File: src/rtl/instr_encoder.sv
// Symbolic-instruction encoder: packs requests into MIPS words and loads them into instruction memory.
// Optional macro ENC_ILLEGAL_TRAP_EN: illegal classes are consumed without a write instead of being written as NOP.
module instr_encoder #(
   parameter int unsigned DEPTH     = 64,
   parameter logic [31:0] BASE_ADDR = 32'h0000_0000,
   parameter int unsigned CW        = 7
) (
   input  logic          clk,
   input  logic          reset,
   input  logic          start,
   input  logic          in_valid,
   output logic          in_ready,
   input  logic [3:0]    in_class,
   input  logic [4:0]    in_rs,
   input  logic [4:0]    in_rt,
   input  logic [4:0]    in_rd,
   input  logic [4:0]    in_shamt,
   input  logic [5:0]    in_funct,
   input  logic [15:0]   in_imm,
   input  logic [25:0]   in_target,
   input  logic          in_last,
   output logic          im_we,
   output logic [31:0]   im_addr,
   output logic [31:0]   im_wdata,
   output logic [CW-1:0] word_count,
   output logic          busy,
   output logic          done,
   output logic          err
);

`ifdef ENC_ILLEGAL_TRAP_EN
   localparam bit TRAP_ILLEGAL = 1'b1;
`else
   localparam bit TRAP_ILLEGAL = 1'b0;
`endif

   localparam logic [5:0] OP_RTYPE = 6'b000000;
   localparam logic [5:0] OP_LW    = 6'b100011;
   localparam logic [5:0] OP_SW    = 6'b101011;
   localparam logic [5:0] OP_ADDI  = 6'b001000;
   localparam logic [5:0] OP_ANDI  = 6'b001100;
   localparam logic [5:0] OP_ORI   = 6'b001101;
   localparam logic [5:0] OP_BEQ   = 6'b000100;
   localparam logic [5:0] OP_BNE   = 6'b000101;
   localparam logic [5:0] OP_JAL   = 6'b000011;
   localparam logic [5:0] OP_JR    = 6'b001001;
   localparam logic [5:0] OP_J     = 6'b000010;

   typedef enum logic [1:0] {IDLE, RUN, DONE} state_t;

   state_t      state;
   logic [31:0] addr;

   logic [31:0]   enc_word_c;
   logic          illegal_c;
   logic          accept_c;
   logic          write_c;
   logic          finish_c;
   logic [CW-1:0] sess_cnt_c;
   logic [31:0]   sess_addr_c;
   logic [CW-1:0] cnt_next_c;

   // Opcode map shared with the main decoder
   always_comb begin
      enc_word_c = 32'h0000_0000;
      illegal_c  = 1'b0;
      case (in_class)
         4'd0:    enc_word_c = {OP_RTYPE, in_rs, in_rt, in_rd, in_shamt, in_funct};
         4'd1:    enc_word_c = {OP_LW,   in_rs, in_rt, in_imm};
         4'd2:    enc_word_c = {OP_SW,   in_rs, in_rt, in_imm};
         4'd3:    enc_word_c = {OP_ADDI, in_rs, in_rt, in_imm};
         4'd4:    enc_word_c = {OP_ANDI, in_rs, in_rt, in_imm};
         4'd5:    enc_word_c = {OP_ORI,  in_rs, in_rt, in_imm};
         4'd6:    enc_word_c = {OP_BEQ,  in_rs, in_rt, in_imm};
         4'd7:    enc_word_c = {OP_BNE,  in_rs, in_rt, in_imm};
         4'd8:    enc_word_c = {OP_JAL,  in_target};
         4'd9:    enc_word_c = {OP_JR,   in_rs, 21'b0};
         4'd10:   enc_word_c = {OP_J,    in_target};
         default: illegal_c  = 1'b1;
      endcase
   end

   // A start seen in RUN rebases the session before any same-cycle request is applied
   always_comb begin
      sess_cnt_c  = start ? CW'(0) : word_count;
      sess_addr_c = start ? BASE_ADDR : addr;
      accept_c    = (state == RUN) && in_valid && in_ready;
      write_c     = accept_c && !(illegal_c && TRAP_ILLEGAL);
      cnt_next_c  = sess_cnt_c + (write_c ? CW'(1) : CW'(0));
      finish_c    = accept_c && (in_last || (cnt_next_c == CW'(DEPTH)));
   end

   always_ff @(posedge clk) begin
      if (reset) begin
         state      <= IDLE;
         addr       <= BASE_ADDR;
         in_ready   <= 1'b0;
         im_we      <= 1'b0;
         im_addr    <= BASE_ADDR;
         im_wdata   <= 32'h0000_0000;
         word_count <= CW'(0);
         busy       <= 1'b0;
         done       <= 1'b0;
         err        <= 1'b0;
      end else begin
         im_we <= write_c;
         if (write_c) begin
            im_wdata <= enc_word_c;
            im_addr  <= sess_addr_c;
         end
         if (start || accept_c) begin
            addr       <= sess_addr_c + (write_c ? 32'd4 : 32'd0);
            word_count <= cnt_next_c;
            err        <= (start ? 1'b0 : err) | (accept_c && illegal_c);
         end
         if (finish_c) begin
            state    <= DONE;
            in_ready <= 1'b0;
            busy     <= 1'b0;
            done     <= 1'b1;
         end else if (start || state == RUN) begin
            state    <= RUN;
            in_ready <= (cnt_next_c < CW'(DEPTH));
            busy     <= 1'b1;
            done     <= 1'b0;
         end
      end
   end

endmodule

File: config.mk
export PLATFORM = sky130hd
export DESIGN_NAME = instr_encoder
export DESIGN_NICKNAME = d
export VERILOG_FILES = /design/src/rtl/instr_encoder.sv
export SDC_FILE = /design/constraint.sdc
export NUM_CORES = 1
export LEC_CHECK = 0
export BUFFER_PORTS_ARGS = -buffer_cell sky130_fd_sc_hd__buf_2
export CORE_MARGIN = 2
export CORE_UTILIZATION = 55
export DETAILED_ROUTE_END_ITERATION = 10
export GPL_TIMING_DRIVEN = 0
export HOLD_SLACK_MARGIN = 0.06
export PLACE_DENSITY = 0.85
export REMOVE_ABC_BUFFERS = 1
export SYNTH_ARGS = -nofsm -noshare
export SYNTH_HDL_FRONTEND = slang
export SYNTH_SLANG_ARGS = --single-unit
File: constraint.sdc
create_clock -name clk -period 4.3 [get_ports clk]
set_input_delay 0.86 -clock clk [delete_from_list [all_inputs] [get_ports clk]]
set_output_delay 0.86 -clock clk [all_outputs]
set_load 0.01 [all_outputs]
==> implementation parameters, run 1 <==
Parameter                              Value

Layout
  Area growth syn-to-layout ... 20.0%
  Commonest cells after routing, fill and taps aside ... buf_2, dfxtp_1, nand2_1
  Final-stage net count ... 767
  Most common library cell in the layout ignoring fill and taps ... buf_2
  Layout Utilization ... between 60% and 70%
  Fraction of layout cells with a size suffix above 1 ... 26.3%
  Area of all placed cells without fillers ... about 5700 µm²
  Number of filler instances in the final layout ... ~740

Synth
  Netlist area before placement ... about 4800 µm²
  Number of flops mapped to enable cells by yosys ... 0
  Yosys warns ... 0
  #FFs+latches synth ... ~110
  Number of library cell types mapped by synthesis ... 46
  Synthesized instance count ... about 570
  Average size of a mapped cell ... around 8.4 µm²
  Async SR Flop Fraction ... 0%
  Sequential share of the synthesized area ... 44.8%
  Most used flip-flop cell after synthesis ... dfxtp_1

Timing
  Minimum clock period ... around 3700 ps
  Worst Max-Slew Pin Slew ... 1040 ps
  FMAX ... roughly 270 MHz
  Max Transition Viols Final ... 0
  Unrepaired setup endpoints after global routing ... no
  Layout Skew ... 12.8 ps
  Worst setup slack after layout ... about 640 ps
  Worst-case headroom to the max-slew limit ... 30.2%
  Setup violations, final ... 0
  Ratio of final minimum period to clock period ... 85.1%
  Count of final hold-check violations ... 0

Floorplan
  Initial Util ... between 50% and 60%
  Floorplan die area ... 9460 µm²
  Height of the die ... about 97 µm
  Die Wd ... roughly 100 µm
  Number of top-level pins ... 153
  Number of cell rows ... 34
  Area inside the core boundary ... roughly 8600 µm²

Drt
  Mean number of vias per cell ... ~5.7
  Iteration count of the initial detailed-routing pass ... 7
  Average routed wire per standard cell ... 15.1 µm
  Total via count after detailed routing ... 4552
  Violation count after the first detailed-route iteration ... roughly 230
  Residual DRC count ... 0
  Antenna-violating nets left ... 0
  Routed Wire Length ... 12.1 mm

Power
  Logic gate share of total power ... under 10%
  Clk pwr share ... roughly 36%
  P_int ... around 0.0014 W
  Switching pwr ... 0.000442 W
  Overall power ... ~0.0018 W
  Max rail drop VDD ... 0.197 mV
  Switching portion of total power ... 24.1%
  Static Leakage ... roughly 2.4 nW
  Flop pwr share ... a little under three fifths
  Power density of the placed cells ... around 320 nW/µm²

Setup path
  Cell type of the slowest stage on the worst timing path ... bufinv_8
  Largest stage delay, worst path ... 710 ps
  Cells along the critical path ... nor2b_2, nand3_4, bufinv_8, ha_1, ha_1, nand3_1, nor4_2, nand3_2, or4_1, nand2_1
  R2R Path Start ... state[0]
  Category of the critical setup timing path ... reg -> reg
  Crit path launch ... state[0]
  Setup crit end kind ... register
  Startpoint type of the worst setup path ... register
  Arrival @ worst endpoint ... around 4000 ps
  Library cell appearing most often on the critical path ... ha_1
  Critical path peak fanout ... between 100 and 150
  CP Buf/Inv Count ... 1
  Worst Path Required ... about 4600 ps
  Category of cells accounting for the largest share of critical-path delay ... simple AND/OR/NAND/NOR gates

Global routing
  Maximum number of pins on one net before global-route repair ... 102
  Via count of the first global-routing pass ... 4256
  Number of antenna violations at the first check in global routing ... 1
  Remaining global-route overflow ... 0
  Combined global-route utilization of all metal layers ... between 20% and 30%
  Wire length of the first global-routing pass ... 19.4 mm

Clocking
  Clock Pin Slew Worst Setup and Hold Paths ... about 100 ps
  CTS tree ... built
  Max H-tree Level ... 3
  Cts hold-fix bufs ... 0
  Number of clock sinks ... 107
  Root buffer cell ... clkbuf_8
  Num CTS Buffers ... 9
  Clock buffer depth ... 2
  Clk Latency, worst-skew pair ... roughly 370 ps

Run
  Max cap viols ... 0

Place
  Area after DPL ... 5500 µm²
  Placer congestion estimate ... between 0.8 and 0.9
  Count of buffers from port buffering ... roughly 150
  Sum of net half-perimeters after detailed placement ... between 8 and 9 mm
  Setup slack at placement ... -412 ps

Worst hold path
  Source of the worst hold timing path ... im_addr[8]
  Type of the worst min-delay path ... reg -> reg

Run status
  Result of the run ... completed
## cell families after synthesis
| logic type | after synthesis | synth area share [%] |
|---|---|---|
| and+or+nand+nor | 257 | 26.9 |
| DFF | 107 | 44.8 |
| muxes | 7 | 1.57 |
| AOI/OAI and AO/OA | 115 | 16.2 |
| other | 1 | 0.0784 |
| buffers and inverters | 51 | 4.53 |
| adders and majority gates | 3 | 0.785 |
| xor gates and xnor gates | 28 | 5.13 |
## state kept, by name (all words and copies together) (netlist names)
name        count
im_wdata       31
im_addr        32
word_count      7
done            1
addr           32
state           1
im_we           1
err             1
in_ready        1
## routing by layer
layer  track usage, %  vias up  wire [µm]
li1                 -     2250          -
met5                0        -          0
met2             42.8      154       6030
met4             11.0        0        319
met1             29.1     2126       4860
met3             5.90       22        853
## power by group through the flow
stage / registers (W) / logic (W) / clock network, W
CTS: 0.00101 / 0.000161 / 0.000667
global route: 0.00101 / 0.000179 / 0.000709
floorplan: 0.00104 / 0.0000644 / 0
finish: 0.00101 / 0.000163 / 0.000663
detailed placement: 0.00103 / 0.000161 / 0
global placement: 0.00103 / 0.000155 / 0
## metrics by stage
| stage | cells | setup TNS [ps] | hold slack [ps] |
|---|---|---|---|
| after floorplan | 524 | 0 | 421 |
| after global placement | 783 | -12590 | 435 |
| after detailed placement | 784 | -3510 | 440 |
| after CTS | 799 | 0 | 454 |
| after global routing | 800 | 0 | 473 |
| final | 800 | 0 | 453 |
## cell usage after synthesis (2+ instances only)
library cell,n,area (µm²)
dfxtp_1,107,2140
nand2_1,71,267
nor2_1,70,263
a21oi_1,46,230
nand3_1,28,140
nor2b_1,25,156
a211oi_1,22,165
xor2_1,21,184
clkbuf_1,19,71.3
nand4_1,17,106
a222oi_1,16,160
buf_2,14,70.1
nor3_1,13,65.1
buf_1,10,37.5
o21ai_0,10,50.1
a22oi_1,7,52.6
xnor2_1,7,61.3
a221oi_1,5,43.8
inv_1,5,18.8
or4_1,5,37.5
mux2_2,4,45.0
o211ai_1,4,30.0
and2_1,3,18.8
and3_1,3,18.8
and4_1,3,26.3
ha_1,3,37.5
mux2i_1,3,30.0
nor3b_1,3,22.5
or2_2,3,18.8
and4b_1,2,20.0
buf_4,2,15.0
nand3_2,2,20.0
nand3b_1,2,15.0
nor4_2,2,25.0
## worst min-delay path, stage by stage, from the launching register on
cell     delay (ps)
dfxtp_1         320
nand2_1          50
a21oi_1          50
## final cells by class
cell class / count / area, µm² / share of cell area [%]
inverters: 6 / 36.3 / 0.632
repair buffers: 152 / 769 / 13.4
clock inverters: 4 / 76.3 / 1.33
multi-input cells: 411 / 2450 / 42.6
flip-flops and latches: 107 / 2140 / 37.3
clock buffers: 11 / 131 / 2.29
diodes: 1 / 2.50 / 0.0436
well taps: 108 / 135 / 2.35
## worst paths after layout
check          endpoint  slack (ps)  depth (start not counted)
max            addr[28]         640                         10
min          im_addr[8]         450                          2
max reg2reg    addr[28]         640                         10
min reg2reg  im_addr[8]         450                          2
## repair_timing
| item | in CTS | in global routing |
|---|---|---|
| gates resized for setup | 1 | 2 |
| setup buffers | 0 | 0 |
| setup endpoints to repair | 3 | 14 |
Power figures use the tool's default switching activity.
==> run 2: changes to the inputs <==
CAP_MARGIN = 25   (was default)
CELL_PAD_IN_SITES_DETAIL_PLACEMENT = 0   (was default)
CELL_PAD_IN_SITES_GLOBAL_PLACEMENT = 1   (was default)
CORE_UTILIZATION = 40   (was 55)
PLACE_DENSITY = default   (was 0.85)
PLACE_DENSITY_LB_ADDON = 0.1   (was default)
==> run 2 against run 1 <==
Net effect: first-iteration DRC count grew 0.85%; non-clock buffer count is 4 higher; fmax decreased by 2.8%; clock-buffer cell count unchanged; largest power group unchanged; critical endpoint unchanged; register-to-register slack worse by 60 ps; highest routed layer unchanged.
==> implementation parameters, run 2 (synthesized netlist as in run 1, its figures left out) <==
Parameter                              Value

Setup path
  Setup crit end kind ... register
  Cell type of the slowest stage on the worst timing path ... or4_1
  Largest stage delay, worst path ... around 450 ps
  Category of cells accounting for the largest share of critical-path delay ... simple AND/OR/NAND/NOR gates
  Arrival @ worst endpoint ... just over 4000 ps
  Cells along the critical path ... buf_2, nand3_2, buf_12, inv_4, buf_12, ha_1, ha_1, nand3_1, nor4_2, nand3_2, or4_1, nand2_1
  Worst Path Required ... around 4600 ps
  Startpoint type of the worst setup path ... primary input
  Critical path peak fanout ... 58
  Category of the critical setup timing path ... in -> reg
  CP Buf/Inv Count ... 4

Global routing
  Via count of the first global-routing pass ... roughly 4300
  Maximum number of pins on one net before global-route repair ... 94
  Combined global-route utilization of all metal layers ... about a fifth
  Wire length of the first global-routing pass ... between 20 and 25 mm
  Number of antenna violations at the first check in global routing ... 0
  Remaining global-route overflow ... 0

Timing
  Setup violations, final ... 0
  Unrepaired setup endpoints after global routing ... no
  Worst-case headroom to the max-slew limit ... roughly a third
  Minimum clock period ... roughly 3800 ps
  Ratio of final minimum period to clock period ... about 88%
  FMAX ... around 270 MHz
  Layout Skew ... 6.45 ps
  Worst Max-Slew Pin Slew ... a little under 1000 ps
  Count of final hold-check violations ... 0
  Max Transition Viols Final ... 0

Place
  Sum of net half-perimeters after detailed placement ... about 8.4 mm
  Placer congestion estimate ... 0.776
  Area after DPL ... roughly 5600 µm²
  Count of buffers from port buffering ... ~150

Floorplan
  Die Wd ... between 100 and 150 µm
  Area inside the core boundary ... approximately 12000 µm²
  Height of the die ... approximately 110 µm
  Initial Util ... 41.4%
  Number of top-level pins ... about 150
  Number of cell rows ... 39
  Floorplan die area ... 12800 µm²

Layout
  Area growth syn-to-layout ... 22.5%
  Antenna diodes ... 0
  Final-stage net count ... slightly below 800
  Area of all placed cells without fillers ... around 5900 µm²
  Fraction of layout cells with a size suffix above 1 ... 26.9%
  Most common library cell in the layout ignoring fill and taps ... buf_2
  Commonest cells after routing, fill and taps aside ... buf_2, dfxtp_1, nand2_1
  Number of filler instances in the final layout ... 1187
  Top flop regs ... addr (32), im_addr (32), im_wdata (31)
  Layout Utilization ... around half

Clocking
  Clk Latency, worst-skew pair ... approximately 340 ps
  Clock Pin Slew Worst Setup and Hold Paths ... 70 ps
  Resize count post-CTS ... 0
  Number of clock sinks ... between 100 and 150
  Root buffer cell ... clkbuf_16
  Num CTS Buffers ... 9
  Clock buffer depth ... 2
  Post-CTS setup buffers ... 0
  Cts hold-fix bufs ... 0
  Max H-tree Level ... 3
  CTS tree ... built

Power
  Switching portion of total power ... about a quarter
  Max rail drop VDD ... approximately 0.18 mV
  Switching pwr ... around 0.00047 W
  Static Leakage ... 2.43 nW
  Clk pwr share ... ~39%
  Flop pwr share ... 52.5%
  Power density of the placed cells ... ~330 nW/µm²
  Overall power ... slightly below 0.002 W
  P_int ... 0.00146 W
  Logic gate share of total power ... roughly 8.6%

Drt
  Violation count after the first detailed-route iteration ... around 240
  Mean number of vias per cell ... 5.41
  Average routed wire per standard cell ... roughly 15 µm
  Routed Wire Length ... approximately 12 mm
  Residual DRC count ... 0
  Total via count after detailed routing ... 4543
  Iteration count of the initial detailed-routing pass ... 8
  Antenna-violating nets left ... 0

Run
  Max cap viols ... 0

Run status
  Result of the run ... completed

Worst hold path
  Type of the worst min-delay path ... reg -> reg
[run 2: routing by layer]
layer	share of wire (%)	global-route usage, %
met1	45	24.8
met2	46	31.6
met3	7.3	5.57
met4	1.1	6.34
met5	0	0
[run 2: worst paths after layout]
kind	slack [ps]	end	depth (start not counted)	startpoint
setup / recovery	530	addr[28]	12	in_valid
hold / removal	450	im_addr[15]	2	im_addr[15]
setup reg to reg	580	addr[28]	12	state[0]
hold reg to reg	450	im_addr[15]	2	im_addr[15]
[run 2: stage by stage]
step                      worst slack [ps]  setup TNS [ps]  hold WS, ps  cells
after floorplan                        266               0          421    524
after global placement                -993          -18460          435    818
after detailed placement               137               0          443    822
after CTS                              489               0          453    838
after global routing                   163               0          469    839
final                                  534               0          450    839
[run 2: power groups by stage]
stage / Combinational, W / Clock, W / Sequential, W
global route: 0.000184 / 0.000812 / 0.00101
finish: 0.000166 / 0.000749 / 0.00101
global placement: 0.000159 / 0 / 0.00103
detailed placement: 0.000166 / 0 / 0.00103
floorplan: 0.0000644 / 0 / 0.00104
CTS: 0.000166 / 0.000770 / 0.00101
[run 2: cell type report]
class / instances / area [µm²] / area share [%]
multi-input cells: 411 / 2430 / 41.5
flip-flops and latches: 107 / 2140 / 36.6
repair buffers: 156 / 821 / 14.0
clock buffers: 11 / 233 / 3.97
well taps: 143 / 179 / 3.05
clock inverters: 5 / 30.0 / 0.512
inverters: 6 / 25.0 / 0.427
[run 2: worst reg2reg max path: stages (launching register included)]
cell and delay (ps):
dfxtp_1 350, nor2b_2 190, nand3_2 380, buf_12 330, inv_4 360, buf_12 320
ha_1 270, ha_1 210, nand3_1 180, nor4_2 360, nand3_2 200, or4_1 450
nand2_1 80
